## config.mk

```make
export PLATFORM = sky130hd
export DESIGN_NAME = ex_stage
export DESIGN_NICKNAME = d
export VERILOG_FILES = /design/src/rtl/riscv_pkg.sv /design/src/rtl/alu.sv /design/src/rtl/ex_stage.sv
export SDC_FILE = /design/constraint.sdc
export NUM_CORES = 1
export LEC_CHECK = 0
export CORE_ASPECT_RATIO = 1.1
export CORE_MARGIN = 2
export CORE_UTILIZATION = 28
export DETAILED_ROUTE_END_ITERATION = 10
export PLACE_DENSITY = 0.54
export SLEW_MARGIN = 20
export SYNTH_ARGS = -nofsm -noshare
export SYNTH_HDL_FRONTEND = slang
export SYNTH_SLANG_ARGS = --single-unit
```

## constraint.sdc

```tcl
create_clock -name clk -period 23.2 [get_ports clk]
set_clock_uncertainty 0.15 [all_clocks]
set_input_delay 4.64 -clock clk [delete_from_list [all_inputs] [get_ports clk]]
set_output_delay 4.64 -clock clk [all_outputs]
set_load 0.005 [all_outputs]
```

## src/rtl/riscv_pkg.sv

```systemverilog
// Shared encodings for the RV32I pipeline: ALU operations, forwarding selects
// and write-back source selects.
package riscv_pkg;

  localparam logic [2:0] ALU_ADD = 3'b000;
  localparam logic [2:0] ALU_SUB = 3'b001;
  localparam logic [2:0] ALU_AND = 3'b010;
  localparam logic [2:0] ALU_OR  = 3'b011;
  localparam logic [2:0] ALU_SLT = 3'b101;

  localparam logic [1:0] FWD_REG = 2'b00;
  localparam logic [1:0] FWD_WB  = 2'b01;
  localparam logic [1:0] FWD_MEM = 2'b10;

  localparam logic [1:0] RES_ALU = 2'b00;
  localparam logic [1:0] RES_MEM = 2'b01;
  localparam logic [1:0] RES_PC4 = 2'b10;

endpackage

```

## src/rtl/alu.sv

```systemverilog
// Combinational ALU for the Execute stage. Unused operation codes produce 0 so the
// result is always defined.
module alu
  import riscv_pkg::*;
#(
  parameter int XLEN = 32
) (
  input  logic [XLEN-1:0] a,
  input  logic [XLEN-1:0] b,
  input  logic [2:0]      alu_control,
  output logic [XLEN-1:0] result,
  output logic            zero
);

  logic lt;

  assign lt = $signed(a) < $signed(b);

  always_comb begin
    // NOTE: assign a default first so every path writes result; a missing branch would infer a latch.
    result = '0;
    case (alu_control)
      ALU_ADD: result = a + b;
      ALU_SUB: result = a - b;
      ALU_AND: result = a & b;
      ALU_OR:  result = a | b;
      ALU_SLT: result = {{(XLEN-1){1'b0}}, lt};
      default: result = '0;
    endcase
  end

  assign zero = (result == '0);

endmodule

```

## src/rtl/ex_stage.sv

```systemverilog
// Execute stage: ID/EX register, operand forwarding, ALU, branch/jump redirect and
// the EX/MEM register.
module ex_stage
  import riscv_pkg::*;
#(
  parameter int XLEN    = 32,
  parameter int RADDR_W = 5
) (
  input  logic               clk,
  input  logic               rst,
  input  logic               stall_e,
  input  logic               flush_e,
  input  logic               valid_d,
  input  logic [XLEN-1:0]    rd1_d,
  input  logic [XLEN-1:0]    rd2_d,
  input  logic [XLEN-1:0]    imm_ext_d,
  input  logic [XLEN-1:0]    pc_d,
  input  logic [XLEN-1:0]    pc_plus4_d,
  input  logic [RADDR_W-1:0] rs1_d,
  input  logic [RADDR_W-1:0] rs2_d,
  input  logic [RADDR_W-1:0] rd_d,
  input  logic [2:0]         alu_control_d,
  input  logic               alu_src_d,
  input  logic               reg_write_d,
  input  logic               mem_write_d,
  input  logic [1:0]         result_src_d,
  input  logic               branch_d,
  input  logic               jump_d,
  input  logic [1:0]         forward_a_e,
  input  logic [1:0]         forward_b_e,
  input  logic [XLEN-1:0]    result_w,
  output logic [RADDR_W-1:0] rs1_e,
  output logic [RADDR_W-1:0] rs2_e,
  output logic [RADDR_W-1:0] rd_e,
  output logic               result_src0_e,
  output logic               pc_src_e,
  output logic [XLEN-1:0]    pc_target_e,
  output logic [XLEN-1:0]    alu_result_m,
  output logic [XLEN-1:0]    write_data_m,
  output logic [RADDR_W-1:0] rd_m,
  output logic [XLEN-1:0]    pc_plus4_m,
  output logic               reg_write_m,
  output logic               mem_write_m,
  output logic               valid_m,
  output logic [1:0]         result_src_m
);

  typedef struct packed {
    logic               valid;
    logic [XLEN-1:0]    rd1;
    logic [XLEN-1:0]    rd2;
    logic [XLEN-1:0]    imm;
    logic [XLEN-1:0]    pc;
    logic [XLEN-1:0]    pc_plus4;
    logic [RADDR_W-1:0] rs1;
    logic [RADDR_W-1:0] rs2;
    logic [RADDR_W-1:0] rd;
    logic [2:0]         alu_control;
    logic               alu_src;
    logic               reg_write;
    logic               mem_write;
    logic [1:0]         result_src;
    logic               branch;
    logic               jump;
  } id_ex_t;

  id_ex_t          de_d, de_e;
  logic [XLEN-1:0] src_a, fwd_b, src_b, alu_result_e;
  logic            zero_e;

  assign de_d = '{valid: valid_d, rd1: rd1_d, rd2: rd2_d, imm: imm_ext_d, pc: pc_d,
                  pc_plus4: pc_plus4_d, rs1: rs1_d, rs2: rs2_d, rd: rd_d,
                  alu_control: alu_control_d, alu_src: alu_src_d, reg_write: reg_write_d,
                  mem_write: mem_write_d, result_src: result_src_d, branch: branch_d,
                  jump: jump_d};

  // Flush wins over stall so a squashed instruction can never be held in EX.
  always_ff @(posedge clk or posedge rst) begin
    // NOTE: sequential state uses non-blocking assignment so every flop samples pre-edge values.
    if (rst)           de_e <= '0;
    else if (flush_e)  de_e <= '0;
    else if (!stall_e) de_e <= de_d;
  end

  function automatic logic [XLEN-1:0] fwd_mux(input logic [1:0] sel,
                                               input logic [XLEN-1:0] reg_val,
                                               input logic [XLEN-1:0] wb_val,
                                               input logic [XLEN-1:0] mem_val);
    case (sel)
      FWD_WB:  return wb_val;
      FWD_MEM: return mem_val;
      default: return reg_val;
    endcase
  endfunction

  assign src_a = fwd_mux(forward_a_e, de_e.rd1, result_w, alu_result_m);
  assign fwd_b = fwd_mux(forward_b_e, de_e.rd2, result_w, alu_result_m);
  assign src_b = de_e.alu_src ? de_e.imm : fwd_b;

  alu #(.XLEN(XLEN)) u_alu (
    .a           (src_a),
    .b           (src_b),
    .alu_control (de_e.alu_control),
    .result      (alu_result_e),
    .zero        (zero_e)
  );

  assign pc_target_e   = de_e.pc + de_e.imm;
  assign pc_src_e      = de_e.valid & (de_e.jump | (de_e.branch & zero_e));
  assign rs1_e         = de_e.rs1;
  assign rs2_e         = de_e.rs2;
  assign rd_e          = de_e.rd;
  assign result_src0_e = de_e.result_src[0];

  // EX/MEM never stalls; side effects are gated by valid so a bubble cannot write.
  always_ff @(posedge clk or posedge rst) begin
    if (rst) begin
      alu_result_m <= '0;
      write_data_m <= '0;
      rd_m         <= '0;
      pc_plus4_m   <= '0;
      reg_write_m  <= 1'b0;
      mem_write_m  <= 1'b0;
      valid_m      <= 1'b0;
      result_src_m <= '0;
    end else begin
      alu_result_m <= alu_result_e;
      write_data_m <= fwd_b;
      rd_m         <= de_e.rd;
      pc_plus4_m   <= de_e.pc_plus4;
      reg_write_m  <= de_e.reg_write & de_e.valid;
      mem_write_m  <= de_e.mem_write & de_e.valid;
      valid_m      <= de_e.valid;
      result_src_m <= de_e.result_src;
    end
  end

endmodule
```

# --- Yosys cells after proc, flatten, opt, wreduce, memory -nomap -nowiden ---
# Cells that the tools add are included.
classes:
  addsub: 3
  bitwise: 7
  eq_ne: 9
  order_cmp: 1
  reduce_logical: 2
  n_mux: 6
op_table:
  columns: ["op", "count"]
  rows:
  - ["186-bit two-way mux", 2]
  - ["32-bit one-hot mux with 5 select lines", 1]
  - ["32-bit one-hot mux with 2 select lines", 2]
  - ["32-bit adder", 2]
  - ["32-bit bitwise AND", 1]
  - ["32-bit logical NOT", 1]
  - ["32-bit < comparator", 1]
  - ["32-bit two-way mux", 1]
  - ["32-bit OR", 1]
  - ["32-bit subtractor", 1]
  - ["3-bit by 2-bit == test with 1-bit output, second input constant", 2]
  - ["1-bit bitwise AND", 4]
  - ["2-bit by 1-bit == test with 1-bit output, second input constant", 2]
  - ["2-bit == test, second input constant", 2]
  - ["3-bit by 1-bit == test with 1-bit output, second input constant", 1]
  - ["3-bit == test, second input constant", 1]
  - ["3-bit logical NOT", 1]
  - ["2-bit by 1-bit inequality test with 1-bit output, second input constant", 1]
  - ["1-bit OR", 1]
totals:
  word_cells: 52
  in_bits: 226
  output_inout_bits: 155
  register_bits: 292

# --- Longest topological paths before layout ---
depth:
  word_depth: 9
  mapped_depth: 21
  depth_no_buf: 20

# --- Modules after synthesis ---
# From an unflattened synthesis, not the netlist that was laid out.
unflattened:
  hier_cells: 2031
  area_unflattened_um2: 18771.8
by_module_without_submodules:
  columns: ["mod", "area_each_um2", "n_inst", "cells_per_inst"]
  rows:
  - ["ex_stage", 13406.6, 1, 1213]
  - ["alu", 5365.1, 1, 818]

# --- Worst setup path before layout ---
# Ideal clock, no wire load.
synth_path:
  path_type: "in2out"
  from: "input port forward_b_e[0]"
  to: "output port pc_src_e"
  t_arrival_ns: 9.395
  path_slack_ns: 9.015
  cell_stages: 20
  n_path_buf: 2
  cell_sequence: "inv_1 ha_1 clkbuf_1 buf_1 a21oi_1 o21ai_0 ha_1 inv_1 fa_1 nand2b_1 a211oi_1 nor2_1 xor2_1 o221ai_2 or4b_1 or4b_1 or4_1 nor4_1 nand4b_1 o41ai_2"
synth_via:
  elab_chain_len: 9
  word_cells_on_any_way: 14
  cone_classes: "2 x add/sub; 1 x order compare; 2 x eq/ne; 3 x mux; 5 x bitwise; 1 x reduce/logical"
synth_lines:
  columns: ["item", "line", "rtl"]
  rows:
  - ["start, declared", "ex_stage.sv:30", "input logic [1:0] forward_b_e,"]
  - ["2-bit == test / 2-bit by 1-bit == test with 1-bit output (equally long branches)", "ex_stage.sv:89", "case (sel)"]
  - ["32-bit one-hot mux with 2 select lines (*)", "ex_stage.sv:89", null]
  - ["32-bit two-way mux (*)", "ex_stage.sv:98", "assign src_b = de_e.alu_src ? de_e.imm : fwd_b;"]
  - ["32-bit subtractor (tied with other cells)", "alu.sv:24", "ALU_SUB: result = a - b;"]
  - ["32-bit one-hot mux with 5 select lines (*)", "alu.sv:22", "case (alu_control)"]
  - ["named net alu_result_e[6]", "ex_stage.sv:68", "logic [XLEN-1:0] src_a, fwd_b, src_b, alu_result_e;"]
  - ["32-bit logical NOT (*)", "alu.sv:32", "assign zero = (result == '0);"]
  - ["1-bit bitwise AND (*)", "ex_stage.sv:109", "assign pc_src_e = de_e.valid & (de_e.jump | (de_e.branch & zero_e));"]
  - ["1-bit OR (*)", "ex_stage.sv:109", null]
  - ["1-bit bitwise AND (*)", "ex_stage.sv:109", null]
  - ["end, declared", "ex_stage.sv:36", "output logic pc_src_e,"]
# Mark *: on every way through the listed nets, which the timed path passes. The rest lies on a longest branch.

# --- Final worst setup path ---
# Ends and elaborated chain as after synthesis.

==> out/qor.txt <==
Result of the run: completed
Data required time at the worst endpoint: 18.41 ns
Clock Sinks: 292
Setup TNS: 0 ns
Initial core utilization: 28.21%
Arr. time, crit path: 11.70 ns
Total CTS buffers: 38
First-pass GRT wire length: 110700 µm
Non-Filler Cell Area, Final: 24740 µm²
Cell at the root of the clock tree: sky130_fd_sc_hd__clkbuf_16
WS Path Type: primary input to output pin
Combinational share of power: 31.0%
Standard cell with the maximum stage delay on the critical path: sky130_fd_sc_hd__ha_2
Total DRC errors in the routed layout: 0
Fraction of final layout cells with drive strength greater than 1: 5.086%
Top Usage Layer GRT: met2
Unrepaired setup endpoints after global routing: false
Synth warnings: 0
Half-perimeter wire length after placement: 55050 µm
Via density: 5.136
Final cell utilization of the core: 36.69%
Maximum capacitance violations: 0
Sequential power share: 32.9%
Ys async rst share: 100.0%
Number of flops mapped to enable cells by yosys: 0
Clock Pin Slew Worst Setup and Hold Paths: 0.06 ns
FF+latch area: 7312 µm²
Total global routing track utilization: 20.68%
Via count of the first global-routing pass: 17410
Highest-count cells in the layout ignoring fill and taps: 378 x sky130_fd_sc_hd__clkdlybuf4s50_1, 307 x sky130_fd_sc_hd__nor2_1, 290 x sky130_fd_sc_hd__dfrtp_1, 190 x sky130_fd_sc_hd__mux2i_1, 155 x sky130_fd_sc_hd__nand2_1
Synth cell types: 101
Clock network latency to the later pin of the worst-skew pair: 0.59 ns
Register area share after synthesis: 38.40%
H-Tree Level Count: 2
Sum of overflow across all layers after global routing: 0
Switching part of the total power: 34.51%
Shortest clock period the worst path allows after layout: 16.49 ns
Max transition margin: 31.38%
Post-CTS sizing: 0
Multi-input logic area: 10460 µm²
Die ar.: 70060 µm²
Hold Fails Final Rpt: 0
Main flop type after synthesis: sky130_fd_sc_hd__dfrtp_1
Startpoint kind of the worst setup timing path: primary input
Met1 global-route usage: 25.85%
Power after layout: 1.806 mW
Design internal power: 1.183 mW
Clock tree from TritonCTS: done
Cells after Synth: 2115
Minimum setup slack in the final design: 6.714 ns
Antenna violations before repair: 11
Average footprint of a synthesized cell: 8.996 µm²
Number of DRC markers after the initial detailed-route iteration: 1237
Overall die width: 252.5 µm
Max Transition Viols Final: 0
Portion of total power attributed to the clock network: 36.1%
Count of port buffers added during placement: 380
Buffers from clock root to sink, at most: 3
Area grow syn2layout: 30.05%
Ordered list of cells on the worst path: clkdlybuf4s50_1 > inv_1 > ha_2 > a22oi_1 > nor2_1 > a21oi_1 > o21ai_0 > ha_1 > inv_1 > fa_1 > nand2b_1 > a211oi_1 > o21ai_1 > o41ai_2 > a211o_1 > a21o_1 > o221a_1 > o22ai_1 > or4_1 > or4b_1 > o41ai_2 > clkdlybuf4s50_1
Type of element capturing the critical path: output pin
Met2 GRT Util: 35.15%
Tcrit/Tclk final: 71.06%
# IOs: 381
Final ANT Viol Nets: 0
CP max FO: 32
Routed wire length: 73920 µm
Final Wtd Congestion: 0.9069
Post-synth design cell area: 19030 µm²
Hold buffer count at CTS: 0
Met3 usage in global routing: 4.063%
Rows: 100
Family of cells with the greatest summed delay on the critical path: compound AO/OA/AOI/OAI gates
Power per standard cell area: 73.01 nW/µm²
Worst setup slack for register-to-register paths: 17.87 ns
Total leakage power: 11.44 nW
Drt first pass iters: 5
Instance count after placement with tap cells included: 3236
Transition time at the pin with the least slew margin: 1.029 ns
Final Setup Violations: 0
FF+latch count, synth: 292
Maximum frequency from static timing analysis: 60.66 MHz
Worst hold-check slack: 0.2180 ns
Final std cells w/o fill: 3311
Area inside the core boundary: 67440 µm²
Worst ir drop on vdd: 0.00004958 V
Standard cell area after detailed placement: 23370 µm²
Fill count: 6808
Mean routed wirelength per cell: 22.32 µm
Power dissipated by switching net loads: 623.4 µW
Most frequent standard cell in the layout excluding fill and tap cells: sky130_fd_sc_hd__clkdlybuf4s50_1
Post-synth net total: 2488
Number of buffers added for setup after CTS: 0
Peak per-stage delay on the critical path: 0.74 ns
Worst slack after detailed placement: 6.753 ns
Largest net degree at the start of global routing: 124
DR vias: 17010
Nets: 2782
Die Height: 277.4 µm
Buffers plus inverters on the worst setup path: 4
HP Class: register to register
-- cell families after synthesis --
group	after synthesis	share of synthesized area, %
AOI/OAI and AO/OA	537	18.87
xor gates and xnor gates	42	1.973
adders and majority gates	147	9.785
buffers and inverters	294	6.688
DFF	292	38.40
muxes	191	10.11
and+or+nand+nor	612	14.17
-- layout make-up --
class / count / area share (%)
tap: 867 / 4.384
clock buffer: 48 / 4.197
clock inverter: 21 / 1.305
inverter: 152 / 2.336
antenna: 6 / 0.06068
timing repair buffer: 396 / 15.88
sequential: 292 / 29.55
multi-input combinational: 1529 / 42.28
-- Yosys cell counts (5+ instances only) --
cell type | instances | area, µm²
sky130_fd_sc_hd__a211o_1 | 6 | 52.55
sky130_fd_sc_hd__a211oi_1 | 22 | 165.2
sky130_fd_sc_hd__a21o_1 | 36 | 270.3
sky130_fd_sc_hd__a21oi_1 | 125 | 625.6
sky130_fd_sc_hd__a221oi_1 | 8 | 70.07
sky130_fd_sc_hd__a22oi_1 | 66 | 495.5
sky130_fd_sc_hd__a31oi_1 | 12 | 75.07
sky130_fd_sc_hd__and2_1 | 5 | 31.28
sky130_fd_sc_hd__and3_1 | 12 | 75.07
sky130_fd_sc_hd__buf_1 | 27 | 101.4
sky130_fd_sc_hd__buf_2 | 6 | 30.03
sky130_fd_sc_hd__buf_4 | 17 | 127.6
sky130_fd_sc_hd__buf_6 | 6 | 67.56
sky130_fd_sc_hd__clkbuf_1 | 79 | 296.5
sky130_fd_sc_hd__clkbuf_8 | 5 | 68.82
sky130_fd_sc_hd__dfrtp_1 | 292 | 7307
sky130_fd_sc_hd__ha_1 | 144 | 1802
sky130_fd_sc_hd__inv_1 | 149 | 559.3
sky130_fd_sc_hd__mux2i_1 | 190 | 1902
sky130_fd_sc_hd__nand2_1 | 155 | 581.8
sky130_fd_sc_hd__nand2b_1 | 15 | 93.84
sky130_fd_sc_hd__nand3_1 | 18 | 90.09
sky130_fd_sc_hd__nand4_1 | 7 | 43.79
sky130_fd_sc_hd__nor2_1 | 309 | 1160
sky130_fd_sc_hd__nor2b_1 | 15 | 93.84
sky130_fd_sc_hd__nor3_1 | 24 | 120.1
sky130_fd_sc_hd__nor4_1 | 9 | 56.30
sky130_fd_sc_hd__o2111ai_1 | 5 | 43.79
sky130_fd_sc_hd__o211a_1 | 6 | 60.06
sky130_fd_sc_hd__o211ai_1 | 21 | 157.7
sky130_fd_sc_hd__o21a_1 | 11 | 82.58
sky130_fd_sc_hd__o21ai_0 | 115 | 575.6
sky130_fd_sc_hd__o21bai_1 | 10 | 75.07
sky130_fd_sc_hd__o221ai_1 | 7 | 61.31
sky130_fd_sc_hd__o22ai_1 | 17 | 106.4
sky130_fd_sc_hd__o311ai_0 | 6 | 52.55
sky130_fd_sc_hd__o31a_1 | 5 | 43.79
sky130_fd_sc_hd__o31ai_1 | 6 | 45.04
sky130_fd_sc_hd__or2_2 | 6 | 37.54
sky130_fd_sc_hd__or3_1 | 7 | 43.79
sky130_fd_sc_hd__or4_1 | 5 | 37.54
sky130_fd_sc_hd__xnor2_1 | 32 | 280.3
sky130_fd_sc_hd__xor2_1 | 9 | 78.83
-- worst reg2reg max path, stage by stage (launching register included) --
cell	delay (ns)
sky130_fd_sc_hd__dfrtp_2	0.58
sky130_fd_sc_hd__buf_4	0.50
sky130_fd_sc_hd__nand2_1	0.11
sky130_fd_sc_hd__o21ai_0	0.19
sky130_fd_sc_hd__ha_1	0.26
sky130_fd_sc_hd__inv_1	0.07
sky130_fd_sc_hd__fa_1	0.44
sky130_fd_sc_hd__nand2b_1	0.19
sky130_fd_sc_hd__a211oi_1	0.45
sky130_fd_sc_hd__o21ai_1	0.23
sky130_fd_sc_hd__o41ai_2	0.53
sky130_fd_sc_hd__a21o_1	0.27
sky130_fd_sc_hd__o311ai_0	0.27
sky130_fd_sc_hd__a31oi_1	0.30
sky130_fd_sc_hd__a211o_1	0.17
sky130_fd_sc_hd__mux2i_1	0.07
sky130_fd_sc_hd__o2bb2ai_1	0.38
-- registers in the layout, indices dropped and copies added (netlist names) --
name           count
de_e             170
alu_result_m      32
pc_plus4_m        32
write_data_m      32
rd_e               5
rd_m               5
rs1_e              5
rs2_e              5
result_src_m       2
mem_write_m        1
reg_write_m        1
result_src0_e      1
valid_m            1
-- power by group through the flow --
| stage | combinational [mW] | clock (mW) | sequential, mW |
|---|---|---|---|
| final | 0.560 | 0.651 | 0.595 |
| after global routing | 0.609 | 0.688 | 0.601 |
| after CTS | 0.559 | 0.670 | 0.596 |
| after detailed placement | 0.555 | 0 | 0.604 |
| after global placement | 0.554 | 0 | 0.604 |
| after floorplan | 0.321 | 0 | 0.589 |
-- per-layer routing --
metal  vias to the layer above  wire length, µm
li1                       7972                -
met1                      8351            31300
met2                       542            35760
met3                       129             4196
met4                        12             2589
met5                         -               77
-- path summary, 6_finish.rpt --
check / end / startpoint / depth (start not counted)
hold reg to reg: pc_plus4_m[20]$_DFF_PP0_ / de_e[45]$_DFFE_PP0P_ / 0
max in group asynchronous: mem_write_m$_DFF_PP0_ / rst / 3
hold / removal: pc_plus4_m[20]$_DFF_PP0_ / de_e[45]$_DFFE_PP0P_ / 0
setup reg to reg: alu_result_m[24]$_DFF_PP0_ / de_e[6]$_DFFE_PP0P_ / 16
min in group asynchronous: pc_plus4_m[22]$_DFF_PP0_ / rst / 2
setup / recovery: pc_src_e / forward_b_e[0] / 22
(Power assumes the default switching activity.)
